$ cat src/rtl/cv32e41s_instr_obi_arbiter_if.sv
// Bundle of requester, downstream transaction and response signals around the instruction OBI arbiter.
// The arbiter connects through the slave modport; the surrounding fabric uses master.
`timescale 1ns/1ps
interface cv32e41s_instr_obi_arbiter_if;
    typedef struct packed {
        logic [31:0] addr;
        logic [2:0]  prot;
        logic        dbg;
    } obi_inst_req_t;

    typedef struct packed {
        logic [31:0] rdata;
        logic        err;
    } obi_inst_resp_t;

    logic           req0_valid_i;
    logic           req0_ready_o;
    obi_inst_req_t  req0_i;
    logic           req1_valid_i;
    logic           req1_ready_o;
    obi_inst_req_t  req1_i;
    logic           resp0_valid_o;
    logic           resp1_valid_o;
    obi_inst_resp_t resp_o;
    logic           trans_valid_o;
    logic           trans_ready_i;
    obi_inst_req_t  trans_o;
    logic           resp_valid_i;
    obi_inst_resp_t resp_i;

    modport slave (
        input  req0_valid_i, req0_i, req1_valid_i, req1_i,
        input  trans_ready_i, resp_valid_i, resp_i,
        output req0_ready_o, req1_ready_o, resp0_valid_o, resp1_valid_o,
        output resp_o, trans_valid_o, trans_o
    );

    modport master (
        output req0_valid_i, req0_i, req1_valid_i, req1_i,
        output trans_ready_i, resp_valid_i, resp_i,
        input  req0_ready_o, req1_ready_o, resp0_valid_o, resp1_valid_o,
        input  resp_o, trans_valid_o, trans_o
    );
endinterface

$ cat src/rtl/cv32e41s_instr_obi_arbiter.sv
// Two-requester instruction OBI arbiter with address-phase lock and in-order response routing.
// Define CV32E41S_INSTR_ARB_RR_EN for round-robin arbitration; fixed priority (requester 0) otherwise.
`timescale 1ns/1ps
module cv32e41s_instr_obi_arbiter #(
    parameter int MAX_OUTSTANDING = 2,
    localparam int CNT_W = $clog2(MAX_OUTSTANDING + 1)
) (
    input  logic                           clk,
    input  logic                           rst_n,
    cv32e41s_instr_obi_arbiter_if.slave    bus,
    output logic [CNT_W-1:0]               outstanding_o,
    output logic                           protocol_err_o
);
    localparam int PTR_W = (MAX_OUTSTANDING > 1) ? $clog2(MAX_OUTSTANDING) : 1;
    localparam logic [CNT_W-1:0] MAX_CNT = CNT_W'(MAX_OUTSTANDING);

    logic [CNT_W-1:0] cnt_q;
    logic [PTR_W-1:0] wptr_q;
    logic [PTR_W-1:0] rptr_q;
    logic             id_fifo_q [MAX_OUTSTANDING];
    logic             lock_q;
    logic             sel_q;

    logic issue_ok;
    logic win;
    logic sel;
    logic sel_valid;
    logic trans_valid;
    logic hs;
    logic pop;
    logic head;

    function automatic logic [PTR_W-1:0] next_ptr(input logic [PTR_W-1:0] p);
        return (p == PTR_W'(MAX_OUTSTANDING - 1)) ? '0 : p + PTR_W'(1);
    endfunction

`ifdef CV32E41S_INSTR_ARB_RR_EN
    logic rr_ptr_q;

    always_comb begin
        if (bus.req0_valid_i && bus.req1_valid_i) win = rr_ptr_q;
        else                                      win = bus.req1_valid_i;
    end

    always_ff @(posedge clk or negedge rst_n) begin
        if (!rst_n)  rr_ptr_q <= 1'b0;
        else if (hs) rr_ptr_q <= ~sel;
    end
`else
    assign win = bus.req1_valid_i && !bus.req0_valid_i;
`endif

    // A response popping in the same cycle frees a slot, so a full counter can still issue
    assign issue_ok    = (cnt_q < MAX_CNT) || bus.resp_valid_i;
    assign sel         = lock_q ? sel_q : win;
    assign sel_valid   = sel ? bus.req1_valid_i : bus.req0_valid_i;
    assign trans_valid = sel_valid && issue_ok;
    assign hs          = trans_valid && bus.trans_ready_i;

    assign bus.trans_valid_o = trans_valid;
    assign bus.trans_o       = sel ? bus.req1_i : bus.req0_i;
    assign bus.req0_ready_o  = hs && !sel;
    assign bus.req1_ready_o  = hs && sel;

    assign head              = id_fifo_q[rptr_q];
    assign pop               = bus.resp_valid_i && (cnt_q != '0);
    assign bus.resp0_valid_o = pop && !head;
    assign bus.resp1_valid_o = pop && head;
    assign bus.resp_o        = bus.resp_i;
    assign protocol_err_o    = bus.resp_valid_i && (cnt_q == '0);
    assign outstanding_o     = cnt_q;

    always_ff @(posedge clk or negedge rst_n) begin
        if (!rst_n) begin
            cnt_q  <= '0;
            wptr_q <= '0;
            rptr_q <= '0;
            lock_q <= 1'b0;
            sel_q  <= 1'b0;
            for (int i = 0; i < MAX_OUTSTANDING; i++) id_fifo_q[i] <= 1'b0;
        end else begin
            if (hs) begin
                id_fifo_q[wptr_q] <= sel;
                wptr_q            <= next_ptr(wptr_q);
            end
            if (pop) rptr_q <= next_ptr(rptr_q);

            if (hs && !pop)      cnt_q <= cnt_q + CNT_W'(1);
            else if (!hs && pop) cnt_q <= cnt_q - CNT_W'(1);

            // Hold the selection while a request is stalled so the address phase stays stable
            if (hs) begin
                lock_q <= 1'b0;
            end else if (trans_valid) begin
                lock_q <= 1'b1;
                sel_q  <= sel;
            end
        end
    end
endmodule
$ cat src/flat_wrapper.sv
// flat-port wrapper written by rule: the top's interface ports become plain ports
module cv32e41s_instr_obi_arbiter_flat 
#(
    parameter int MAX_OUTSTANDING = 2,
    localparam int CNT_W = $clog2(MAX_OUTSTANDING + 1)
)
  (clk, rst_n, outstanding_o, protocol_err_o, bus_req0_valid_i, bus_req0_i, bus_req1_valid_i, bus_req1_i, bus_trans_ready_i, bus_resp_valid_i, bus_resp_i, bus_req0_ready_o, bus_req1_ready_o, bus_resp0_valid_o, bus_resp1_valid_o, bus_resp_o, bus_trans_valid_o, bus_trans_o);
  cv32e41s_instr_obi_arbiter_if bus_i ();
  input  logic clk;
  input  logic rst_n;
  output logic [CNT_W-1:0] outstanding_o;
  output logic protocol_err_o;
  input wire logic [$bits(bus_i.req0_valid_i)-1:0] bus_req0_valid_i;
  input wire logic [$bits(bus_i.req0_i)-1:0] bus_req0_i;
  input wire logic [$bits(bus_i.req1_valid_i)-1:0] bus_req1_valid_i;
  input wire logic [$bits(bus_i.req1_i)-1:0] bus_req1_i;
  input wire logic [$bits(bus_i.trans_ready_i)-1:0] bus_trans_ready_i;
  input wire logic [$bits(bus_i.resp_valid_i)-1:0] bus_resp_valid_i;
  input wire logic [$bits(bus_i.resp_i)-1:0] bus_resp_i;
  output wire logic [$bits(bus_i.req0_ready_o)-1:0] bus_req0_ready_o;
  output wire logic [$bits(bus_i.req1_ready_o)-1:0] bus_req1_ready_o;
  output wire logic [$bits(bus_i.resp0_valid_o)-1:0] bus_resp0_valid_o;
  output wire logic [$bits(bus_i.resp1_valid_o)-1:0] bus_resp1_valid_o;
  output wire logic [$bits(bus_i.resp_o)-1:0] bus_resp_o;
  output wire logic [$bits(bus_i.trans_valid_o)-1:0] bus_trans_valid_o;
  output wire logic [$bits(bus_i.trans_o)-1:0] bus_trans_o;
  assign bus_i.req0_valid_i = bus_req0_valid_i;
  assign bus_i.req0_i = bus_req0_i;
  assign bus_i.req1_valid_i = bus_req1_valid_i;
  assign bus_i.req1_i = bus_req1_i;
  assign bus_i.trans_ready_i = bus_trans_ready_i;
  assign bus_i.resp_valid_i = bus_resp_valid_i;
  assign bus_i.resp_i = bus_resp_i;
  assign bus_req0_ready_o = bus_i.req0_ready_o;
  assign bus_req1_ready_o = bus_i.req1_ready_o;
  assign bus_resp0_valid_o = bus_i.resp0_valid_o;
  assign bus_resp1_valid_o = bus_i.resp1_valid_o;
  assign bus_resp_o = bus_i.resp_o;
  assign bus_trans_valid_o = bus_i.trans_valid_o;
  assign bus_trans_o = bus_i.trans_o;
  cv32e41s_instr_obi_arbiter #(.MAX_OUTSTANDING(MAX_OUTSTANDING)) u_core (.clk(clk), .rst_n(rst_n), .bus(bus_i), .outstanding_o(outstanding_o), .protocol_err_o(protocol_err_o));
endmodule
$ cat config.mk
export PLATFORM = sky130hd
export DESIGN_NAME = cv32e41s_instr_obi_arbiter_flat
export DESIGN_NICKNAME = d
export VERILOG_FILES = /design/src/rtl/cv32e41s_instr_obi_arbiter_if.sv /design/src/rtl/cv32e41s_instr_obi_arbiter.sv /design/src/flat_wrapper.sv
export SDC_FILE = /design/constraint.sdc
export NUM_CORES = 1
export LEC_CHECK = 0
export ABC_AREA = 1
export CORE_MARGIN = 2
export CORE_UTILIZATION = 20
export CTS_CLUSTER_SIZE = 16
export DETAILED_ROUTE_END_ITERATION = 6
export PLACE_DENSITY = 0.78
export SYNTH_ARGS = -nofsm -noshare
export SYNTH_HDL_FRONTEND = slang
export SYNTH_SLANG_ARGS = --single-unit
$ cat constraint.sdc
create_clock -name clk -period 1.7 [get_ports clk]
set_clock_uncertainty 0.15 [all_clocks]
set_input_delay 0.34 -clock clk [delete_from_list [all_inputs] [get_ports clk]]
set_output_delay 0.34 -clock clk [all_outputs]
set_load 0.01 [all_outputs]
==> results of run 1 <==
==> worst paths after layout <==
path	slack (ns)	startpoint	endpoint	cells after the start
min	0.26	rst_n	u_core.sel_q	1
min reg2reg	0.39	u_core.id_fifo_q[1]	u_core.id_fifo_q[1]	2
max	-0.26	u_core.sel_q	bus_trans_o[18]	8
min in group clk	0.39	u_core.id_fifo_q[1]	u_core.id_fifo_q[1]	2
max reg2reg	-0.20	u_core.sel_q	u_core.outstanding_o[1]	11
max in group asynchronous	0.83	rst_n	u_core.lock_q	1
==> state kept, by name, summed over array words and instances, names as in the netlist <==
signal                count
u_core.outstanding_o      2
u_core.lock_q             1
u_core.wptr_q             1
u_core.rptr_q             1
u_core.id_fifo_q          2
u_core.sel_q              1
==> per-stage QoR <==
stage	utilization	setup TNS [ns]	hold WS (ns)	total power, mW
3_5_place_dp	0.424	-35.89	0.318	2.63
6_report	0.469	-9.01	0.257	3.32
2_1_floorplan	-	-0.0933	-0.106	1.40
5_1_grt	0.469	-11.54	0.292	3.58
3_3_place_gp	0.424	-34.13	0.311	2.61
4_1_cts	0.445	-9.68	0.274	3.08
==> worst register-to-register path: cells and delay by family (launching register included) <==
family / cells / cell delay [ns]
adder cells (fa/ha/maj): 1 / 0.19
AO/OA/AOI/OAI: 3 / 0.37
AND/OR/NAND/NOR: 3 / 0.26
flip-flops: 1 / 0.44
buffers and inverters: 3 / 0.23
XOR/XNOR: 1 / 0.14
==> power by group <==
group | internal (mW) | leakage [nW] | total [mW] | switching [mW]
combinational | 1.41 | 1.21 | 2.69 | 1.28
sequential | 0.291 | 0.0978 | 0.396 | 0.106
clock | 0.154 | 0.0216 | 0.238 | 0.0835
total | 1.85 | 1.33 | 3.32 | 1.47
==> Yosys cell counts <==
library cell,instances,share of area
nand2_2,1,0.0054
xor2_1,2,0.015
a21oi_4,1,0.014
o21ai_2,1,0.0076
nor3b_1,1,0.0065
nand2_1,123,0.40
nand3_1,1,0.0043
buf_2,7,0.030
ha_1,1,0.011
o21ai_0,4,0.017
inv_1,11,0.036
nor2_1,5,0.016
xnor2_1,1,0.0076
dfrtp_1,8,0.17
nand4_1,4,0.022
buf_4,33,0.21
nand3_2,1,0.0086
or2_2,1,0.0054
inv_2,1,0.0032
a21oi_1,1,0.0043
==> cell families after synthesis <==
| family | after synthesis | synth area share |
|---|---|---|
| DFF | 8 | 0.173 |
| and+or+nand+nor | 137 | 0.467 |
| adders and majority gates | 1 | 0.0108 |
| AOI/OAI and AO/OA | 7 | 0.0432 |
| xor gates and xnor gates | 3 | 0.0227 |
| buffers and inverters | 52 | 0.283 |
==> repair_timing <==
action / 4_1_cts / 5_1_grt
setup endpoints to repair: 46 / 44
gates cloned: 3 / 2
pin swaps: 8 / 4
setup buffers: 8 / 3
resized for setup: 208 / 41
==> layer usage <==
| metal | share of wire | vias to the layer above |
|---|---|---|
| li1 | - | 824 |
| met3 | 0.074 | 20 |
| met4 | 0.024 | 0 |
| met1 | 0.40 | 707 |
| met5 | 0 | - |
| met2 | 0.50 | 62 |
==> layout make-up <==
cell class                      instances  area share
Multi-Input combinational cell        148       0.307
Sequential cell                         8      0.0775
Inverter                               12      0.0245
Clock buffer                            3      0.0159
Timing Repair Buffer                  151       0.540
Tap cell                               72      0.0346
==> key figures, run 1 <==
Outcome
  – Status: finished, violations left
  – Failing checks: setup timing

Floorplanning
  – I/O pin count: 188
  – Core area: between 5000 and 6000 sq um
  – Die Width: 80.1 um
  – Die ar.: between 6000 and 7000 sq um
  – Row count: 27
  – Starting Density: 0.209
  – DIE HEIGHT: about 80 um

Timing
  – Worst-margin pin slew: between 0.4 and 0.5 ns
  – Max Fclk: slightly above 500 MHz
  – Final hold vios: 0
  – Tmin final: ~2.0 ns
  – Final-report max-slew violation count: 0
  – Relative slew slack: 0.725
  – RSZ-0062 raised after global routing: true
  – Crit share post-route: 1.15
  – Setup violations, final: a little over 40
  – Setup ws final: -0.257 ns

Cells and area
  – Fillers: between 500 and 600
  – Multi-input gate area: roughly 800 sq um
  – Most frequent cells in the layout: 89 x nand2_1, 74 x clkdlybuf4s50_1, 34 x buf_2
  – FF+latch area: 201 sq um
  – Commonest non-fill, non-tap cell in the layout: nand2_1
  – Antenna diodes: 0
  – Final-stage net count: between 400 and 500
  – Layout area overhead: 125%
  – Share of cells above drive strength 1: 0.398
  – Post-layout instance area: approximately 2600 sq um
  – Post-route insts no fill: about 390

Drt
  – DRC: 0
  – DRT Wirelength: 5190 um
  – Vias/cell: about 4.1
  – DR WL/cell: ~13 um
  – Drt pass-1 iters: 4
  – Post-DRT Antenna Nets: 0
  – Detailed Route Iter0 Violations: 16
  – Total number of vias: around 1600

GRT
  – Global-route wire length before repair: roughly 7300 um
  – Met2 Resource Use GR: 0.246
  – M1 GR Usage: 0.170
  – Gr busiest metal: met2
  – GR Overflow Total: 0
  – All-layer global routing usage: 0.143
  – Grt met3 use: 0.0281
  – Pin count of the biggest net entering global routing: 21
  – Initial antenna violation count: 0
  – Number of global-route vias before repair: around 1500

Clocking
  – # hold bufs at CTS: 0
  – Num CTS Buffers: 3
  – Root Driver: clkbuf_8
  – CTS H-tree lvls: 1
  – Clk_lat worst skew: approximately 0.23 ns
  – Clk sinks: 8
  – Clock-pin transition on the worst setup and hold timing paths: roughly 0.040 ns
  – CTS Buffer Depth: 2
  – CTS tree: yes

Worst setup path
  – Crit path largest cell delay: between 0.4 and 0.5 ns
  – Critical Path RT: roughly 1.2 ns
  – Crit-path leading delay family: buffers and inverters
  – Startpoint Class: flop
  – WP buf/inv: 4
  – Crit Path Class: flop to primary output
  – Slowest-stage cell, CP: dfrtp_1
  – Crit end category: primary output
  – Crit path max fanout: 10
  – Worst path arrival time: 1.47 ns
  – Critical path cell sequence: nand2_4 > o21ai_4 > buf_12 > inv_16 > buf_12 > nand2_1 > nand2_1 > buf_2

Hold path
  – HP Class: input pin to async pin

Place
  – Final GP Congestion: 0.765
  – Final HPWL DP: about 3600 um
  – Pre-CTS setup slack: -0.898 ns
  – # placed instances: around 380
  – Port Buffer Count: 121
  – DP Area: 2350 sq um

Power
  – Peak supply drop: 738 uV
  – Pwr Density: about 1300 nW/um^2
  – Pleak: 1.33 nW

Synthesis
  – Synth cell types: 20
  – Sequential share of the synthesized area: 0.173
  – Syn Area/Cell: between 5 and 6 sq um
  – Seq cells post-synth: 8
  – Ys Warns: 0
  – Mapped cell area: approximately 1200 sq um
  – Gate count after technology mapping: ~210
  – Syn nets: 320

Job
  – Max_cap viols: 0
Power figures use the tool's default switching activity.
==> run 2, diff against run 1 <==
- CORE_MARGIN: 2 -> 5
- SLEW_MARGIN: default -> 20
==> key figures, run 2 (same netlist as run 1, synthesis figures left out) <==
Power
  – Peak supply drop: 798 uV (+8.1%)
  – Pleak: 1.48 nW (+12%)
  – Pwr Density: 1320 nW/um^2 (+3.4%)
  – Sw Pwr: 1.69 mW (+15%)
  – Clock network power share: 0.063 (-0.009)
  – Sw Share: 0.434 (-0.00845)
  – Power Internal: 2.20 mW (+19%)
  – Comb pwr share: 0.836 (+0.027)
  – Sequential Power Share: 0.101 (-0.018)
  – Power, Total: 3.89 mW (+17%)

Place
  – # placed instances: 376 (unchanged)
  – Final GP Congestion: 0.746 (-2.4%)
  – Final HPWL DP: 3880 um (+7.9%)
  – Port Buffer Count: 121 (unchanged)

Worst setup path
  – Worst path arrival time: 1.50 ns (+0.03 ns)
  – Crit path max fanout: 5 (-5)
  – Critical Path RT: 1.21 ns (about the same)
  – Crit-path leading delay family: buffers and inverters
  – Slowest-stage cell, CP: dfrtp_2
  – Crit path largest cell delay: 0.45 ns (about the same)
  – Startpoint Class: flop
  – Crit Path Class: flop to primary output
  – WP buf/inv: 4 (unchanged)
  – Critical path cell sequence: o21ai_4 > buf_6 > buf_8 > buf_16 > nand2_4 > nand2_4 > buf_6
  – Crit end category: primary output

Floorplanning
  – Starting Density: 0.208 (-0.00127)
  – Die Width: 86.1 um (+7.5%)
  – DIE HEIGHT: 86.1 um (+7.5%)
  – Core area: 5570 sq um (+0.61%)
  – Die ar.: 7410 sq um (+16%)
  – Row count: 27 (unchanged)
  – I/O pin count: 188 (unchanged)

Timing
  – Tmin final: 1.99 ns (+0.0327 ns)
  – Final-report max-slew violation count: 0 (unchanged)
  – Crit share post-route: 1.17 (+0.0192)
  – Relative slew slack: 0.753 (+0.0285)
  – Setup ws final: -0.289 ns (-0.0327 ns)
  – Setup violations, final: 41 (unchanged)
  – Worst-margin pin slew: 0.369 ns (-0.0426 ns)
  – TNS Setup: -10.24 ns (-1.23 ns)
  – Max Fclk: 503 MHz (-1.6%)
  – RSZ-0062 raised after global routing: true
  – Final hold vios: 0 (unchanged)

Clocking
  – # hold bufs at CTS: 0 (unchanged)
  – Root Driver: clkbuf_8
  – Num CTS Buffers: 3 (unchanged)
  – CTS H-tree lvls: 1 (unchanged)
  – Clk_lat worst skew: 0.24 ns (about the same)
  – CTS tree: yes
  – Clk sinks: 8 (unchanged)
  – Clock-pin transition on the worst setup and hold timing paths: 0.04 ns (about the same)
  – CTS Buffer Depth: 2 (unchanged)

Cells and area
  – Antenna diodes: 0 (unchanged)
  – Final Util: 0.528 (+0.0584)
  – Most frequent cells in the layout: 74 x clkdlybuf4s50_1, 60 x nand2_1, 38 x nand2_2
  – Share of cells above drive strength 1: 0.486 (+0.0886)
  – Layout area overhead: 154%
  – Post-route insts no fill: 397 (+0.76%)
  – Commonest non-fill, non-tap cell in the layout: clkdlybuf4s50_1
  – Final-stage net count: 439 (+0.69%)

GRT
  – GR Overflow Total: 0 (unchanged)
  – All-layer global routing usage: 0.141 (-0.00130)
  – Initial antenna violation count: 0 (unchanged)
  – Number of global-route vias before repair: 1736 (+13%)
  – Pin count of the biggest net entering global routing: 13 (-38%)
  – Global-route wire length before repair: 8350 um (+15%)

Drt
  – Post-DRT Antenna Nets: 0 (unchanged)
  – Detailed Route Iter0 Violations: 33 (+17)
  – Total number of vias: 1675 (+3.8%)
  – DRC: 0 (unchanged)
  – DRT Wirelength: 5880 um (+13%)
  – Drt pass-1 iters: 4 (unchanged)
  – DR WL/cell: 14.8 um (+13%)
  – Vias/cell: 4.22 (+3.1%)

Outcome
  – Failing checks: setup timing
  – Status: finished, violations left

Hold path
  – HP Class: input pin to async pin

Job
  – Max_cap viols: 0 (unchanged)
## run 2: changes by cell type in the layout (fill, tap and decap cells not counted), moves of 2 or more
cell,delta
buf_12,-2
buf_6,+13
inv_2,-2
nand2_4,+23
buf_16,+5
buf_2,-13
o21ai_2,+2
nand2_1,-29
nand2_2,+6
buf_8,+2
inv_1,+3
## run 2: final cells by class
class                           instances  area, sq um
Clock buffer                            3         41.3
Fill cell                             498         2630
Inverter                               12         57.6
Multi-Input combinational cell        148          972
Sequential cell                         8          203
Tap cell                               72         90.1
Timing Repair Buffer                  154         1580
## run 2: power by group through the flow
stage | Clock (mW) | Sequential (mW) | Combinational, mW
floorplan | 0 | 0.366 | 1.04
global placement | 0 | 0.361 | 2.23
detailed placement | 0 | 0.370 | 2.27
CTS | 0.246 | 0.369 | 2.86
global route | 0.251 | 0.407 | 3.48
finish | 0.243 | 0.393 | 3.25
## run 2: repair_timing
item / CTS / global route
endpoints found under the hold margin: 0 / 0
endpoints found under the setup margin: 46 / 45
resized for setup: 246 / 73
pin swaps: 18 / 16
cloned: 7 / 0
setup buffers: 10 / 2
## run 2: worst paths after layout
check,to,cells after the start,startpoint,slack [ns]
max,bus_trans_o[21],7,u_core.lock_q,-0.29
min reg2reg,u_core.sel_q,2,u_core.sel_q,0.40
max in group asynchronous,u_core.sel_q,1,rst_n,0.88
min in group clk,u_core.sel_q,2,u_core.sel_q,0.40
max reg2reg,u_core.outstanding_o[1],11,u_core.lock_q,-0.26
min,u_core.rptr_q,1,rst_n,0.23
## run 2: layer usage
layer	routed length, um	vias to the layer above	GRT usage
met1	1960	760	0.144
met4	147	0	0.0561
met2	3410	60	0.280
met5	0	-	0
li1	-	834	-
met3	369	21	0.0231
## run 2: per-stage QoR
step           setup WS (ns)  cell area [sq um]  hold slack, ns
2_1_floorplan        -0.0933               1170          -0.106
3_3_place_gp          -0.822               2350           0.316
3_5_place_dp          -0.846               2350           0.325
4_1_cts               -0.281               2650           0.251
5_1_grt               -0.348               2940           0.278
6_report              -0.289               2940           0.234
==> run 3, diff against run 2 <==
- CORE_MARGIN: 5 -> default
==> key figures, run 3 (same netlist as run 1, synthesis figures left out) <==
Cells and area
  – Multi-input gate area: 902 sq um (-7.2%)
  – Fillers: 544 (+9.2%)
  – Final-stage net count: 447 (+1.8%)
  – Post-route insts no fill: 405 (+2.0%)
  – FF+latch area: 203 sq um (unchanged)
  – Share of cells above drive strength 1: 0.520 (+0.0334)
  – Antenna diodes: 0 (unchanged)
  – Layout area overhead: 145%
  – Commonest non-fill, non-tap cell in the layout: clkdlybuf4s50_1
  – Most frequent cells in the layout: 74 x clkdlybuf4s50_1, 58 x nand2_2, 56 x nand2_1

Floorplanning
  – Starting Density: 0.209 (+0.00127)
  – Core area: 5540 sq um (-0.61%)
  – DIE HEIGHT: 78.1 um (-9.3%)
  – I/O pin count: 188 (unchanged)
  – Die ar.: 6090 sq um (-18%)
  – Row count: 27 (unchanged)
  – Die Width: 78.1 um (-9.3%)

Worst setup path
  – Crit end category: primary output
  – Crit path max fanout: 6 (+1)
  – Crit Path Class: flop to primary output
  – Slowest-stage cell, CP: dfrtp_2
  – Crit path largest cell delay: 0.44 ns (about the same)
  – Worst path arrival time: 1.50 ns (about the same)
  – Critical path cell sequence: o21ai_4 > buf_6 > inv_12 > clkbuf_16 > nand2_2 > nand2_1 > buf_2
  – WP buf/inv: 4 (unchanged)
  – Critical Path RT: 1.21 ns (about the same)
  – Crit-path leading delay family: buffers and inverters
  – Startpoint Class: flop

Power
  – Comb pwr share: 0.832 (-0.004)
  – Peak supply drop: 980 uV (+23%)
  – Sequential Power Share: 0.103 (+0.002)
  – Pleak: 1.42 nW (-4.0%)
  – Sw Share: 0.435 (+0.00146)
  – Power Internal: 2.11 mW (-4.0%)
  – Clock network power share: 0.065 (+0.002)
  – Pwr Density: 1320 nW/um^2 (-0.33%)
  – Sw Pwr: 1.63 mW (-3.4%)

Timing
  – Relative slew slack: 0.736 (-0.0172)
  – Setup violations, final: 41 (unchanged)
  – Final hold slack: 0.246 ns (+0.0116 ns)
  – Final-report max-slew violation count: 0 (unchanged)
  – Max Fclk: 502 MHz (-0.15%)
  – RSZ-0062 raised after global routing: true
  – Worst-margin pin slew: 0.395 ns (+0.0257 ns)
  – Setup ws final: -0.292 ns (-0.00294 ns)
  – Tmin final: 1.99 ns (+0.00294 ns)
  – Final hold vios: 0 (unchanged)
  – Crit share post-route: 1.17 (+0.00173)
  – TNS Setup: -10.63 ns (-0.394 ns)

Outcome
  – Status: finished, violations left
  – Failing checks: setup timing

Drt
  – Met3 wire len: 351 um (-4.9%)
  – DRC: 0 (unchanged)
  – Max layer used: met4
  – Detailed Route Iter0 Violations: 49 (+48%)
  – DR WL/cell: 14.4 um (-2.6%)
  – Vias/cell: 4.24 (+0.54%)
  – Post-DRT Antenna Nets: 0 (unchanged)
  – Met2 Wirelength: 2990 um (-12%)
  – Drt pass-1 iters: 4 (unchanged)
  – DRT Wirelength: 5850 um (-0.60%)
  – Met1 Routed Length: 2350 um (+20%)
  – Total number of vias: 1718 (+2.6%)

Place
  – Final GP Congestion: 0.758 (+1.5%)
  – # placed instances: 379 (+0.80%)
  – Final HPWL DP: 3780 um (-2.5%)
  – Port Buffer Count: 121 (unchanged)
  – Pre-CTS setup slack: -0.854 ns (-0.00814 ns)

Clocking
  – CTS H-tree lvls: 1 (unchanged)
  – Clk sinks: 8 (unchanged)
  – Root Driver: clkbuf_8
  – Num CTS Buffers: 3 (unchanged)
  – Clock-pin transition on the worst setup and hold timing paths: 0.05 ns (about the same)
  – CTS Buffer Depth: 2 (unchanged)
  – Clk_lat worst skew: 0.24 ns (about the same)
  – CTS tree: yes

GRT
  – Number of global-route vias before repair: 1667 (-4.0%)
  – All-layer global routing usage: 0.176 (+0.0346)
  – Initial antenna violation count: 0 (unchanged)
  – GR Overflow Total: 0 (unchanged)
  – Global-route wire length before repair: 8440 um (+1.1%)
  – Pin count of the biggest net entering global routing: 13 (unchanged)

Job
  – Max_cap viols: 0 (unchanged)

Hold path
  – HP Class: input pin to async pin
==> run 3: layer usage <==
| metal | track usage | up-vias |
|---|---|---|
| met1 | 0.212 | 778 |
| met4 | 0.0722 | 0 |
| met5 | 0 | - |
| li1 | - | 849 |
| met2 | 0.308 | 71 |
| met3 | 0.0291 | 20 |
==> run 3: cell type report <==
cell class / count / share of cell area
Tap cell: 72 / 0.0317
Timing Repair Buffer: 162 / 0.544
Inverter: 12 / 0.0203
Multi-Input combinational cell: 148 / 0.318
Clock buffer: 3 / 0.0145
Sequential cell: 8 / 0.0714
==> run 3: what timing repair did <==
action | 4_1_cts | 5_1_grt
gates cloned | 4 | 1
endpoints found under the setup margin | 46 | 44
pin swaps | 25 | 19
gates resized for setup | 245 | 59
hold buffers | 0 | 0
buffers inserted | 19 | 2
==> run 3: power groups by stage <==
stage	clock [mW]	combinational [mW]	sequential (mW)
after floorplan	0	1.04	0.366
after global placement	0	2.27	0.356
after detailed placement	0	2.30	0.362
after CTS	0.241	2.86	0.371
after global routing	0.251	3.34	0.401
final	0.242	3.11	0.386
==> run 3: worst register-to-register path, cell delays in order, from the launching register on <==
cell and delay [ns]:
dfrtp_2 0.42, inv_1 0.08, nand2_1 0.08, nand3_2 0.11
a21oi_4 0.18, nand2_2 0.09, buf_4 0.15, inv_2 0.05
ha_4 0.19, a21oi_2 0.11, o21ai_2 0.07, xor2_1 0.14
==> run 3: per-stage QoR <==
stage               power (mW)  cell area (sq um)  utilization
floorplan                 1.40               1170            -
global placement          2.63               2360        0.426
detailed placement        2.66               2360        0.426
CTS                       3.47               2650        0.478
global route              4.00               2840        0.513
finish                    3.74               2840        0.513
==> run 3: worst paths after layout <==
check,startpoint,slack [ns],depth (start not counted),to
setup / recovery,u_core.lock_q,-0.29,7,bus_trans_o[16]
hold / removal,rst_n,0.25,1,u_core.outstanding_o[0]
setup reg to reg,u_core.lock_q,-0.22,11,u_core.outstanding_o[1]
hold reg to reg,u_core.wptr_q,0.39,2,u_core.wptr_q
max in group asynchronous,rst_n,0.85,1,u_core.sel_q
min in group clk,u_core.wptr_q,0.39,2,u_core.wptr_q
